[config.mk]
export PLATFORM = sky130hd
export DESIGN_NAME = fpu_arbiter
export DESIGN_NICKNAME = d
export VERILOG_FILES = /design/src/rtl/fpu_arbiter.sv
export SDC_FILE = /design/constraint.sdc
export NUM_CORES = 1
export LEC_CHECK = 0
export ABC_AREA = 1
export CAP_MARGIN = 20
export CELL_PAD_IN_SITES_DETAIL_PLACEMENT = 1
export CELL_PAD_IN_SITES_GLOBAL_PLACEMENT = 1
export CORE_MARGIN = 2
export CORE_UTILIZATION = 25
export CTS_CLUSTER_SIZE = 28
export DETAILED_ROUTE_END_ITERATION = 6
export GPL_TIMING_DRIVEN = 0
export PLACE_DENSITY = 0.8
export SYNTH_ARGS = -nofsm -noshare
export SYNTH_HDL_FRONTEND = slang
export SYNTH_SLANG_ARGS = --single-unit
export TNS_END_PERCENT = 5
[constraint.sdc]
create_clock -name clk -period 1.4 [get_ports clk]
set_input_delay 0.14 -clock clk [delete_from_list [all_inputs] [get_ports clk]]
set_output_delay 0.14 -clock clk [all_outputs]
set_load 0.005 [all_outputs]
[src/rtl/fpu_arbiter.sv]
// fpu_arbiter: round-robin arbiter that shares one fixed-latency FPU datapath
// between two requesters and routes each result back to whichever requester
// issued the operation.
module fpu_arbiter #(
   parameter int LATENCY = 3
) (
   input  logic        clk,
   input  logic        rst_n,
   input  logic        req0_valid,
   input  logic        req1_valid,
   output logic        req0_ready,
   output logic        req1_ready,
   input  logic [31:0] req0_a,
   input  logic [31:0] req0_b,
   input  logic [31:0] req1_a,
   input  logic [31:0] req1_b,
   input  logic [1:0]  req0_op,
   input  logic [1:0]  req1_op,
   input  logic        hold,
   output logic        fpu_start,
   output logic [31:0] fpu_a,
   output logic [31:0] fpu_b,
   output logic [1:0]  fpu_op,
   input  logic        fpu_result_valid,
   input  logic [31:0] fpu_result,
   output logic        rsp0_valid,
   output logic        rsp1_valid,
   output logic [31:0] rsp0_result,
   output logic [31:0] rsp1_result,
   output logic        idle,
   output logic        err
);

   // Round-robin pointer: requester that wins when both are valid.
   logic                 rr_ptr;
   // Requester id travelling with the operation in the issue stage.
   logic                 issue_id_p0;
   // In-flight tag pipeline; the last slot lines up with fpu_result_valid.
   logic [LATENCY-1:0]   tag_vld_p1;
   logic [LATENCY-1:0]   tag_id_p1;
   logic                 grant0;
   logic                 grant1;
   logic                 final_vld;
   logic                 final_id;
   logic                 hit0;
   logic                 hit1;

   // Combinational grant: a lone requester wins, ties go to the pointer, hold blocks all.
   always_comb begin
      grant0 = 1'b0;
      grant1 = 1'b0;
      if (!hold) begin
         grant0 = req0_valid && (!req1_valid || !rr_ptr);
         grant1 = req1_valid && (!req0_valid ||  rr_ptr);
      end
   end

   assign req0_ready = grant0;
   assign req1_ready = grant1;

   assign final_vld = tag_vld_p1[LATENCY-1];
   assign final_id  = tag_id_p1[LATENCY-1];
   assign hit0      = final_vld && fpu_result_valid && !final_id;
   assign hit1      = final_vld && fpu_result_valid &&  final_id;

   assign idle = !fpu_start && (tag_vld_p1 == '0);

   // ---- stage p0: register the granted operation onto the FPU issue port
   always_ff @(posedge clk or negedge rst_n) begin
      if (!rst_n) begin
         rr_ptr      <= 1'b0;
         fpu_start   <= 1'b0;
         issue_id_p0 <= 1'b0;
         fpu_a       <= '0;
         fpu_b       <= '0;
         fpu_op      <= '0;
      end else begin
         fpu_start <= grant0 || grant1;
         if (grant0 || grant1) begin
            // Pointer moves to the requester that lost (or was absent).
            rr_ptr      <= grant0;
            issue_id_p0 <= grant1;
         end
         if (grant1) begin
            fpu_a  <= req1_a;
            fpu_b  <= req1_b;
            fpu_op <= req1_op;
         end else if (grant0) begin
            fpu_a  <= req0_a;
            fpu_b  <= req0_b;
            fpu_op <= req0_op;
         end
      end
   end

   // ---- stage p1: shift the {valid, id} tag alongside the FPU pipeline
   always_ff @(posedge clk or negedge rst_n) begin
      if (!rst_n) begin
         tag_vld_p1 <= '0;
         tag_id_p1  <= '0;
      end else begin
         for (int i = LATENCY - 1; i > 0; i--) begin
            tag_vld_p1[i] <= tag_vld_p1[i-1];
            tag_id_p1[i]  <= tag_id_p1[i-1];
         end
         tag_vld_p1[0] <= fpu_start;
         tag_id_p1[0]  <= issue_id_p0;
      end
   end

   // ---- stage p2: steer the returning result and flag tag/result disagreement
   always_ff @(posedge clk or negedge rst_n) begin
      if (!rst_n) begin
         rsp0_valid  <= 1'b0;
         rsp1_valid  <= 1'b0;
         rsp0_result <= '0;
         rsp1_result <= '0;
         err         <= 1'b0;
      end else begin
         rsp0_valid <= hit0;
         rsp1_valid <= hit1;
         if (hit0) rsp0_result <= fpu_result;
         if (hit1) rsp1_result <= fpu_result;
         // Result with no tag, or tag with no result: both are unrecoverable.
         if (final_vld != fpu_result_valid) err <= 1'b1;
      end
   end

endmodule

**Yosys cells after proc, flatten, opt, wreduce, memory -nomap -nowiden**

Cells that the tools add are included.

- Register bits after elaboration: 142
- Input bits: 170
- Output and inout port bits: 137
- Logic and storage cells: 38

- Eq/ne operators: 1
- Multiplexer cells: 8
- Reductions and logical operators: 16

Operator list:

| cell | count |
|---|---|
| 32-bit two-way mux | 4 |
| 1-bit logical AND | 6 |
| 1-bit zero test | 5 |
| 2-bit two-way mux | 2 |
| 3-bit zero test | 1 |
| 1-bit logical OR | 3 |
| 1-bit two-way mux | 2 |
| 2-bit nonzero test | 1 |
| 1-bit != test | 1 |

**Depth between registers and ports, before layout**

Gate-level depths: netlist of the first run.

- Word-level depth: 6
- Depth in mapped cells: 8

**Worst setup path before layout of the first run**

No wires, ideal clock.

- Kind: reg2reg
- From: reg tag_vld_p1[2]
- To: reg rsp0_result[22]
- Library setup time: 130 ps
- Arrival: 1,207 ps
- Path slack: 63 ps
- Stages on the path, launching flop included: 8
- Path buffers: 2
- Path through: dfrtp_1 ha_1 inv_1 or2_2 buf_2 buf_2 nand2_1 o21ai_0

- Cells in the longest elaborated chain, start to end: 2

Ends and longest elaborated chain:

| element | RTL line | RTL |
|---|---|---|
| start, declared | 39 | `logic [LATENCY-1:0] tag_vld_p1;` |
| start signal, assigned by index | 103 | `tag_vld_p1[i] <= tag_vld_p1[i-1];` |
| 1-bit logical AND (2 in series) | 63 | `assign hit0 = final_vld && fpu_result_valid && !final_id;` |
| end signal, assigned | 122 | `if (hit0) rsp0_result <= fpu_result;` |
| end, declared | 28 | `output logic [31:0] rsp0_result,` |

Every way passes these cells.
A chain may end at the register's enable or synchronous reset.

**Worst setup path after layout of the first run**

- From: reg rr_ptr
- To: out req1_ready

- Cells in the longest elaborated chain, start to end: 3

Ends and longest elaborated chain:

| element | RTL line | RTL |
|---|---|---|
| start, declared | 35 | `logic rr_ptr;` |
| start signal, assigned | 81 | `rr_ptr <= grant0;` |
| 1-bit logical OR | 54 | `grant1 = req1_valid && (!req0_valid \|\| rr_ptr);` |
| 1-bit logical AND | 54 |  |
| 1-bit two-way mux | 52 | `if (!hold) begin` |
| end, declared | 12 | `output logic req1_ready,` |

Every way passes these cells.

==> qor.csv, run 1 <==
stage;metric;value;unit
status;status;finished, violations left;
status;failed_checks;negative setup slack;
final_layout;final_layout_size_suffix_gt1_share;8.71;%
worst_setup_path;cp_top_family;buffers and inverters;
die;num_io_pins;307;
hold_path;hp-class;in2async;
worst_setup_path;reg2regPathDepth;8;
die;dieArea;27400;um2
drt;dr.pass1.iters;4;
sta;finalHoldViolations;0;
pwr;power_frac_comb;24.5;%
grt;overflow;0;
logic_synthesis;synth_adder_area_share;0.192;%
final_layout;synthToLayoutAreaGrowth;66.1;%
final_layout;multi_input_area;2140;um2
logic_synthesis;synth_most_common_cell;nand2_1;
worst_setup_path;crit_chain;inv_2 -> nand2_4 -> nand2_4 -> buf_12 -> buf_8 -> inv_2 -> buf_6;
clocking;cts_tree;yes;
sta;layout_setup_ws;-0.0855;ns
logic_synthesis;yosysTopAreaCellShare;54.5;%
worst_setup_path;worst_r2r_endpoint;rsp0_result[0];
grt;grt_max_degree;92;
logic_synthesis;synth_cells;845;
logic_synthesis;synth.distinct_cells;18;
drt;avgViaCountPerCell;4.36;
logic_synthesis;synthMuxAreaShare;0;%
pwr;vdd.ir_drop.worst;633;uV
drt;drt_iter0_drc;331;
die;rows;59;
pwr;seq_power_share;39.9;%
die;die_w;165;um
logic_synthesis;async_flop_share;100;%
worst_setup_path;slowest_delay;0.39;ns
grt;antenna_found_initial;1;
final_layout;final_cell_area;10800;um2
placement;place_ws;-0.855;ns
placement;place_congestion;0.808;
final_layout;seqCellArea;3550;um2
logic_synthesis;syn_area;6520;um2
clocking;htree_levels;4;
worst_setup_path;worst_path_max_delay_cell;dfrtp_1;
run;drv_cap;0;
logic_synthesis;synth_xor_area_share;0;%
sta;relSlewSlack;64.6;%
pwr;powerDensity;1230;nW/um2
logic_synthesis;synth_edf_count;0;
worst_setup_path;critPathBufInv;5;
placement;io_buffer_count;306;
worst_setup_path;required;1.26;ns
logic_synthesis;ys_seq_elements;142;
grt;grt_usage;18.2;%
logic_synthesis;synth_nets;1016;
clocking;cts-root-buf;clkbuf_16;
logic_synthesis;synth_area_leaders;dfrtp_1 55%, nand2_1 15%, inv_1 9.8%;
worst_setup_path;timing.rr.start;tag_vld_p1[2];
logic_synthesis;synth-simple-area-share;26.8;%
pwr;internal_power;9190;uW
sta;final_max_slew_viol_count;0;
logic_synthesis;syn_avg_cell_area;7.71;um2
placement;dpl.cell_count;1487;
clocking;clock_latency;0.42;ns
worst_setup_path;critPathLaunchType;register;
pwr;p_sw;4100;uW
clocking;numCtsBuffers;17;
final_layout;finalNetCount;1352;
die;die-height;165;um
worst_setup_path;cp_max_fo;2;
worst_setup_path;worstSetupPathType;reg2out;
grt;grt_pass1_vias;6986;
drt;antenna_left;0;
drt;routedWlPerCell;16.4;um
sta;fin_worst_skew;0.0136;ns
sta;worstMarginPinSlew;0.531;ns
logic_synthesis;yosys_most_used_dff;dfrtp_1;
logic_synthesis;yosys-top-cells-count;267 x nand2_1, 170 x inv_1, 142 x dfrtp_1;
die;start_util;25.2;%
pwr;power_frac_clock;35.6;%
logic_synthesis;yosysSeqAreaShare;54.5;%
clocking;clkSinkCount;142;
final_layout;layout.cells.non_filler;1530;
sta;rsz0062_at_grt;yes;
worst_setup_path;worstSetupEndpointType;primary output;
sta;fin_crit;1.49;ns
sta;fmax;673;MHz
logic_synthesis;synth_top_area_cell;dfrtp_1;
placement;dp_hpwl;19000;um
die;coreArea;25800;um2
logic_synthesis;synth_top_family_by_area;simple AND/OR/NAND/NOR gates;
sta;min_period_over_period;106;%
pwr;p_total;13300;uW
drt;vias;6677;
placement;dpl_cell_area;10000;um2
final_layout;final.fill_count;3197;
clocking;cts_buffer_depth;2;
logic_synthesis;yosys_warnings;0;
drt;drt_wl_total;25100;um
clocking;clk_pin_slew;0.07;ns
pwr;p_leak;0.00593;uW
drt;drc_errors;0;
grt;grt_pass1_wl;38100;um
sta;setup_viol;21;
logic_synthesis;synth-compound-area-share;5.13;%
worst_setup_path;r2r_slack;-0.07;ns
pwr;switching_share;30.9;%
worst_setup_path;arrival;1.35;ns
-- layout make-up --
| type | instances | share of cell area (%) |
|---|---|---|
| antenna | 1 | 0.0231 |
| sequential | 142 | 32.8 |
| multi-input combinational | 481 | 19.7 |
| inverter | 173 | 6.00 |
| clock inverter | 15 | 1.78 |
| timing repair buffer | 318 | 27.9 |
| buffer | 48 | 3.94 |
| clock buffer | 17 | 3.93 |
| tap | 335 | 3.87 |
-- registers in the layout (all words and copies together), names as in the netlist --
signal	flops
tag_vld_p1	3
err	1
issue_id_p0	1
fpu_a	32
fpu_start	1
rsp0_valid	1
rsp1_result	32
tag_id_p1	3
rr_ptr	1
rsp1_valid	1
fpu_op	2
rsp0_result	32
fpu_b	32
-- worst reg2reg max path: stages (launching register included) --
cell and delay (ns):
dfrtp_1 0.36, ha_2 0.18, inv_1 0.04, or2_4 0.23
buf_8 0.14, buf_2 0.15, buf_4 0.14, nand2_1 0.04
o21ai_1 0.08
-- power by group through the flow --
stage	clock [uW]	sequential, uW	combinational (uW)
after global routing	5070	5400	3680
after CTS	4900	5310	3250
final	4740	5300	3260
after floorplan	0	5410	1020
after global placement	0	5380	3570
after detailed placement	0	5410	3680
-- how the worst max path moves through the flow --
| stage | start | to | cells after the start |
|---|---|---|---|
| 2_1_floorplan | tag_vld_p1[2] | rsp0_result[22] | 7 |
| 5_1_grt | rr_ptr | req1_ready | 7 |
| 6_report | rr_ptr | req1_ready | 7 |
| 3_3_place_gp | rst_n | fpu_a[25] | 1 |
| 3_5_place_dp | req0_valid | req1_ready | 7 |
| 4_1_cts | rr_ptr | req1_ready | 7 |
-- routing by layer --
metal | GRT usage [%] | vias up | wire, um
met3 | 6.44 | 24 | 2300
met1 | 20.6 | 3204 | 10100
met2 | 32.4 | 233 | 12300
met5 | 0 | - | 0
met4 | 4.86 | 0 | 452
li1 | - | 3216 | -
-- what timing repair did --
action	CTS	global route
endpoints found under the hold margin	51	0
cloned	0	0
hold buffers	1	0
gates resized for setup	207	61
pin swaps	2	1
buffers inserted	5	5
endpoints found under the setup margin	257	125
-- cells by family (layout without fill, tap and decap cells) --
kind of cell / Yosys count / after routing
compound gates: 66 / 66
buf+inv: 222 / 571
flops: 142 / 142
other cells: 0 / 1
simple gates: 414 / 414
fa+ha+maj: 1 / 1
-- cell usage in the layout, fill, tap and decap left out, types with 2 or more instances in the layout --
master,count
inv_8,5
inv_2,5
dfrtp_1,142
clkinv_8,4
nor2_1,18
clkbuf_16,17
buf_4,13
nand3_1,115
clkinvlp_4,2
clkbuf_8,3
o21ai_0,42
clkbuf_1,5
clkdlybuf4s50_1,168
o21ai_2,3
buf_12,3
o21ai_1,21
nand2_4,2
inv_1,168
buf_2,10
nand3b_1,9
clkbuf_4,7
buf_6,6
clkbuf_2,5
dlygate4sd2_1,134
inv_6,2
buf_8,9
nand2_1,266
-- per-stage QoR --
stage / util, % / hold slack, ns / setup TNS, ns
CTS: 41.2 / 0.245 / -0.975
global route: 41.9 / 0.268 / -2.28
floorplan: - / -0.156 / 0
finish: 41.9 / 0.239 / -0.539
detailed placement: 38.8 / 0.139 / -60.13
global placement: 38.7 / 0.336 / -880.31
(Power assumes the default switching activity.)
==> run 2, diff against run 1 <==
--- a/config.mk
+++ b/config.mk
@@ -5,7 +5,6 @@
 export SDC_FILE = /design/constraint.sdc
 export NUM_CORES = 1
 export LEC_CHECK = 0
-export ABC_AREA = 1
 export CAP_MARGIN = 20
 export CELL_PAD_IN_SITES_DETAIL_PLACEMENT = 1
 export CELL_PAD_IN_SITES_GLOBAL_PLACEMENT = 1
@@ -14,7 +13,7 @@
 export CTS_CLUSTER_SIZE = 28
 export DETAILED_ROUTE_END_ITERATION = 6
 export GPL_TIMING_DRIVEN = 0
-export PLACE_DENSITY = 0.8
+export PLACE_DENSITY = 0.77
 export SYNTH_ARGS = -nofsm -noshare
 export SYNTH_HDL_FRONTEND = slang
 export SYNTH_SLANG_ARGS = --single-unit
==> run 2 against run 1 <==
The flow still finishes with violations (negative setup slack). Routed wire length shrank 5.9%. Final cell count shrank 22%. Largest power group unchanged. Global-route usage grew 0.35 points. Highest routed layer unchanged. Sequential power grew 5.1%. Flip-flop and latch count is the same. Die area shrank 8.2%.
==> qor.csv, run 2 <==
stage;metric;value;unit
grt;overflow;0;
logic_synthesis;synth_nets;689;
final_layout;layout.cells.non_filler;1186;
drt;antenna_left;0;
final_layout;multi_input_area;2340;um2
worst_setup_path;required;1.26;ns
logic_synthesis;yosysSeqAreaShare;59.5;%
worst_setup_path;crit_chain;buf_6 -> nor2b_4 -> buf_8 -> nor2_4 -> buf_6;
logic_synthesis;yosys_warnings;0;
logic_synthesis;ys_seq_elements;142;
logic_synthesis;synth.distinct_cells;24;
final_layout;synthToLayoutAreaGrowth;72.9;%
die;start_util;25.4;%
worst_setup_path;cp_top_family;flip-flops;
pwr;powerDensity;1350;nW/um2
die;rows;56;
logic_synthesis;synth_cells;518;
grt;grt_max_degree;84;
final_layout;seqCellArea;3550;um2
final_layout;final_layout_size_suffix_gt1_share;20.3;%
worst_setup_path;arrival;1.38;ns
logic_synthesis;synth_most_common_cell;dfrtp_1;
final_layout;final.fill_count;2625;
drt;drt_wl_total;23700;um
final_layout;diodes;0;
status;status;finished, violations left;
logic_synthesis;synth_area_leaders;dfrtp_1 60%, mux2_2 12%, a31oi_1 6.0%;
sta;rsz0062_at_grt;yes;
sta;fin_crit;1.52;ns
drt;drc_errors;0;
clocking;cts_buffer_depth;2;
drt;drt_iter0_drc;147;
worst_setup_path;path_common_cell;buf_6;
hold_path;hp-class;in2reg;
logic_synthesis;yosys_most_used_dff;dfrtp_1;
drt;vias;5547;
placement;dpl.cell_count;1144;
sta;min_period_over_period;108;%
grt;antenna_found_initial;1;
drt;dr.pass1.iters;4;
worst_setup_path;worstSetupEndpointType;primary output;
pwr;p_total;13900;uW
drt;routedWlPerCell;19.9;um
pwr;p_leak;0.00438;uW
worst_setup_path;critPathBufInv;3;
clocking;clkSinkCount;142;
placement;io_buffer_count;306;
run;drv_cap;0;
die;dieArea;25100;um2
logic_synthesis;syn_area;5970;um2
worst_setup_path;slowest_delay;0.40;ns
logic_synthesis;yosysTopAreaCellShare;59.5;%
die;die_w;159;um
grt;grt_pass1_wl;34900;um
sta;hold_slack;0.152;ns
worst_setup_path;worst_path_max_delay_cell;dfrtp_1;
worst_setup_path;critPathLaunchType;register;
sta;setup_viol;58;
logic_synthesis;synth_top_area_cell;dfrtp_1;
pwr;vdd.ir_drop.worst;586;uV
worst_setup_path;worstSetupPathType;reg2out;
die;num_io_pins;307;
grt;grt_usage;18.5;%
clocking;numCtsBuffers;17;
clocking;cts-root-buf;clkbuf_16;
logic_synthesis;synth_edf_count;0;
sta;relSlewSlack;57.9;%
sta;finalHoldViolations;0;
final_layout;most-common-layout-cells;166 x clkdlybuf4s50_1, 142 x dfrtp_1, 135 x dlygate4sd2_1, 58 x o21ai_0;
clocking;clock_latency;0.41;ns
clocking;cts_tree;yes;
die;die-height;159;um
grt;grt_pass1_vias;5924;
placement;place_ws;-0.679;ns
logic_synthesis;syn_avg_cell_area;11.5;um2
die;coreArea;23500;um2
logic_synthesis;async_flop_share;100;%
final_layout;finalNetCount;1026;
sta;fmax;660;MHz
sta;layout_setup_ws;-0.115;ns
sta;fin_worst_skew;0.00801;ns
worst_setup_path;cp_max_fo;4;
placement;dpl_cell_area;9460;um2
clocking;htree_levels;4;
clocking;clk_pin_slew;0.06;ns
status;failed_checks;negative setup slack;
placement;place_congestion;0.768;
logic_synthesis;yosys-top-cells-count;142 x dfrtp_1, 64 x mux2_2, 58 x nor2_1, 58 x o21ai_0;
final_layout;final_cell_area;10300;um2
placement;dp_hpwl;17300;um
sta;worstMarginPinSlew;0.632;ns
drt;avgViaCountPerCell;4.68;
final_layout;mostFrequentLayoutCell;clkdlybuf4s50_1;
sta;final_max_slew_viol_count;0;
[run 2: stage by stage]
step	setup TNS, ns	util (%)
after floorplan	0	-
after global placement	-906.59	40.2
after detailed placement	-54.93	40.3
after CTS	-5.07	43.2
after global routing	-7.37	44.0
final	-1.76	44.0
[run 2: cell type report]
cell class / count / area share [%]
Buffer: 48 / 4.40
Clock buffer: 17 / 4.12
Clock inverter: 14 / 1.19
Inverter: 2 / 0.0728
Multi-Input combinational cell: 326 / 22.7
Sequential cell: 142 / 34.4
Tap cell: 319 / 3.87
Timing Repair Buffer: 318 / 29.2
[run 2: where the power goes]
part / internal (uW) / switching, uW / leakage [uW] / total (uW)
Sequential: 5050 / 521 / 0.00164 / 5570
Combinational: 2410 / 1590 / 0.00248 / 3990
Clock: 2320 / 2010 / 0.000258 / 4330
[run 2: per-layer routing]
layer	global-route usage [%]	share of wire, %	up-vias
met5	0	0	-
met4	5.11	1.2	0
met3	7.70	11	17
met2	32.7	50	228
met1	20.5	38	2749
li1	-	-	2553
[run 2: logic make-up after synthesis]
family                   share of synthesized area (%)
buffers and inverters                             4.70
flip-flops                                        59.5
AO/OA/AOI/OAI                                     13.9
multiplexers                                      12.1
adder cells (fa/ha/maj)                          0.210
AND/OR/NAND/NOR                                   9.58
[run 2: worst reg2reg max path, stage by stage (launching register included)]
cell and delay (ns):
dfrtp_1 0.40, buf_6 0.13, nor2b_4 0.17, buf_6 0.19, buf_4 0.20, o21ai_0 0.09
a31oi_1 0.22
[run 2: path summary, 6_finish.rpt]
path	endpoint	cells past startpoint	slack (ns)	from
worst min-delay path	rr_ptr	3	0.15	req0_valid
worst min register to register	tag_id_p1[1]	0	0.36	tag_id_p1[0]
min in group asynchronous	rsp0_result[15]	2	0.28	rst_n
max in group asynchronous	fpu_b[13]	3	0.26	rst_n
worst max-delay path	req1_ready	5	-0.12	rr_ptr
worst max register to register	fpu_b[12]	6	-0.09	rr_ptr
[run 2: repair_timing]
action | 4_1_cts | 5_1_grt
endpoints found under the hold margin | 59 | 0
pin swaps | 1 | 13
hold buffers | 1 | 0
buffers inserted | 7 | 3
endpoints found under the setup margin | 238 | 119
resized for setup | 226 | 35
==> run 3, diff against run 2 <==
--- a/config.mk
+++ b/config.mk
@@ -9,11 +9,11 @@
 export CELL_PAD_IN_SITES_DETAIL_PLACEMENT = 1
 export CELL_PAD_IN_SITES_GLOBAL_PLACEMENT = 1
 export CORE_MARGIN = 2
-export CORE_UTILIZATION = 25
+export CORE_UTILIZATION = 27
 export CTS_CLUSTER_SIZE = 28
 export DETAILED_ROUTE_END_ITERATION = 6
 export GPL_TIMING_DRIVEN = 0
-export PLACE_DENSITY = 0.77
+export PLACE_DENSITY = 0.82
 export SYNTH_ARGS = -nofsm -noshare
 export SYNTH_HDL_FRONTEND = slang
 export SYNTH_SLANG_ARGS = --single-unit
==> run 3 against run 2 <==
The flow still finishes with violations (negative setup slack). Register-to-register slack better by 0.04 ns. Flip-flop and latch count stayed put. Non-clock buffer count is 5 higher. First-iteration DRC count is 6.1% lower. Critical path type unchanged. Power is 5.1% higher. Largest power group unchanged.
==> qor.csv, run 3 (same netlist as run 2, synthesis figures left out) <==
stage;metric;value;unit
sta;fmax;674;MHz
grt;grt_pass1_wl;36300;um
clocking;clk_pin_slew;0.07;ns
placement;place_congestion;0.804;
drt;drt_iter0_drc;138;
sta;relSlewSlack;55.5;%
run;drv_cap;0;
clocking;cts-root-buf;clkbuf_16;
final_layout;mostFrequentLayoutCell;clkdlybuf4s50_1;
final_layout;multi_input_area;2300;um2
die;coreArea;21800;um2
clocking;cts_tree;yes;
placement;dpl_cell_area;9410;um2
final_layout;final_cell_area;10400;um2
die;dieArea;23300;um2
worst_setup_path;required;1.26;ns
worst_setup_path;worstSetupPathType;reg2out;
worst_setup_path;timing.rr.start;tag_vld_p1[2];
clocking;cts_buffer_depth;2;
worst_setup_path;worstSetupEndpointType;primary output;
sta;hold_slack;0.285;ns
status;failed_checks;negative setup slack;
worst_setup_path;worst_r2r_endpoint;rsp0_result[26];
drt;avgViaCountPerCell;4.88;
clocking;clock_latency;0.41;ns
pwr;p_leak;0.00448;uW
final_layout;synthToLayoutAreaGrowth;74.7;%
drt;drt_wl_total;23600;um
sta;rsz0062_at_grt;yes;
placement;io_buffer_count;306;
die;die_w;153;um
worst_setup_path;reg2regPathDepth;5;
worst_setup_path;arrival;1.34;ns
worst_setup_path;r2r_slack;-0.05;ns
die;rows;54;
worst_setup_path;critPathLaunchType;register;
die;num_io_pins;307;
drt;dr.pass1.iters;6;
sta;min_period_over_period;106;%
pwr;vdd.ir_drop.worst;711;uV
grt;antenna_found_initial;1;
placement;place_ws;-0.671;ns
grt;grt_max_degree;79;
drt;drc_errors;0;
placement;dp_hpwl;17100;um
sta;layout_setup_ws;-0.0836;ns
die;start_util;27.4;%
final_layout;most-common-layout-cells;167 x clkdlybuf4s50_1, 142 x dfrtp_1, 133 x dlygate4sd2_1;
clocking;numCtsBuffers;17;
clocking;htree_levels;4;
final_layout;finalNetCount;1031;
sta;finalHoldViolations;0;
worst_setup_path;cp_max_fo;3;
status;status;finished, violations left;
die;die-height;153;um
clocking;clkSinkCount;142;
sta;fin_worst_skew;0.00922;ns
drt;routedWlPerCell;20.5;um
sta;fin_crit;1.48;ns
final_layout;final_layout_size_suffix_gt1_share;19.8;%
sta;setup_viol;56;
grt;overflow;0;
final_layout;final.fill_count;2386;
grt;grt_usage;19.9;%
grt;grt_pass1_vias;6183;
sta;final_max_slew_viol_count;0;
drt;vias;5632;
hold_path;hp-class;in2async;
final_layout;seqCellArea;3550;um2
pwr;powerDensity;1400;nW/um2
sta;worstMarginPinSlew;0.668;ns
drt;antenna_left;0;
==> run 3: changes by cell type in the layout (fill, tap and decap cells not counted), sizes merged <==
cell / before / now
buf: 56 / 59
bufinv: 0 / 4
clkbuf: 24 / 26
clkdlybuf4s50: 166 / 167
clkinv: 2 / 3
clkinvlp: 4 / 1
diode: 0 / 1
dlygate4sd2: 135 / 133
dlymetal6s2s: 1 / 2
inv: 10 / 8
==> run 3: through the flow <==
| step | cells | power [uW] | util (%) | setup TNS (ns) |
|---|---|---|---|---|
| after detailed placement | 1105 | 9940 | 43.3 | -55.88 |
| after CTS | 1146 | 14500 | 46.6 | -4.23 |
| after floorplan | 518 | 6900 | - | 0 |
| final | 1153 | 14600 | 47.9 | -1.46 |
| after global placement | 1104 | 9750 | 43.1 | -884.53 |
| after global routing | 1153 | 15400 | 47.9 | -6.56 |
==> run 3: worst max path at each step <==
stage                              from               to  slack [ns]  depth (start not counted)
after floorplan           tag_vld_p1[2]  rsp0_result[10]       0.003                          5
final                            rr_ptr       req1_ready       -0.08                          5
after global placement            rst_n        fpu_a[12]       -5.87                          1
after CTS                        rr_ptr       req1_ready       -0.12                          5
after global routing             rr_ptr       req1_ready       -0.16                          5
after detailed placement     req0_valid       req1_ready       -0.67                          5
==> run 3: worst max-delay path, cell delays in order, from the launching register on <==
cell and delay [ns]:
dfrtp_1 0.41, buf_6 0.13, nor2b_4 0.13, buf_8 0.11
nor2_4 0.03, buf_6 0.11
==> run 3: metal layers <==
layer / routed length, um / GRT usage [%] / vias up
met3: 1690 / 6.88 / 37
met1: 9720 / 24.6 / 2787
li1: - / - / 2560
met2: 11600 / 33.1 / 248
met4: 572 / 5.69 / 0
met5: 0 / 0 / -
==> run 3: area by class of cell <==
type / instances / area share, %
Buffer: 48 / 4.39
Tap cell: 280 / 3.36
Inverter: 2 / 0.0720
Clock inverter: 14 / 1.99
Sequential cell: 142 / 34.1
Multi-Input combinational cell: 326 / 22.1
Timing Repair Buffer: 323 / 29.9
Clock buffer: 17 / 4.08
Antenna cell: 1 / 0.0240
==> run 3: what timing repair did <==
action,4_1_cts,5_1_grt
endpoints found under the setup margin,242,120
endpoints found under the hold margin,64,0
buffers inserted,9,3
hold buffers,1,0
pin swaps,10,15
gates cloned,0,3
resized for setup,211,59
==> run 3: power breakdown <==
part           internal [uW]  switching (uW)
clock network           3030            1940
registers               5050             531
logic                   2450            1590
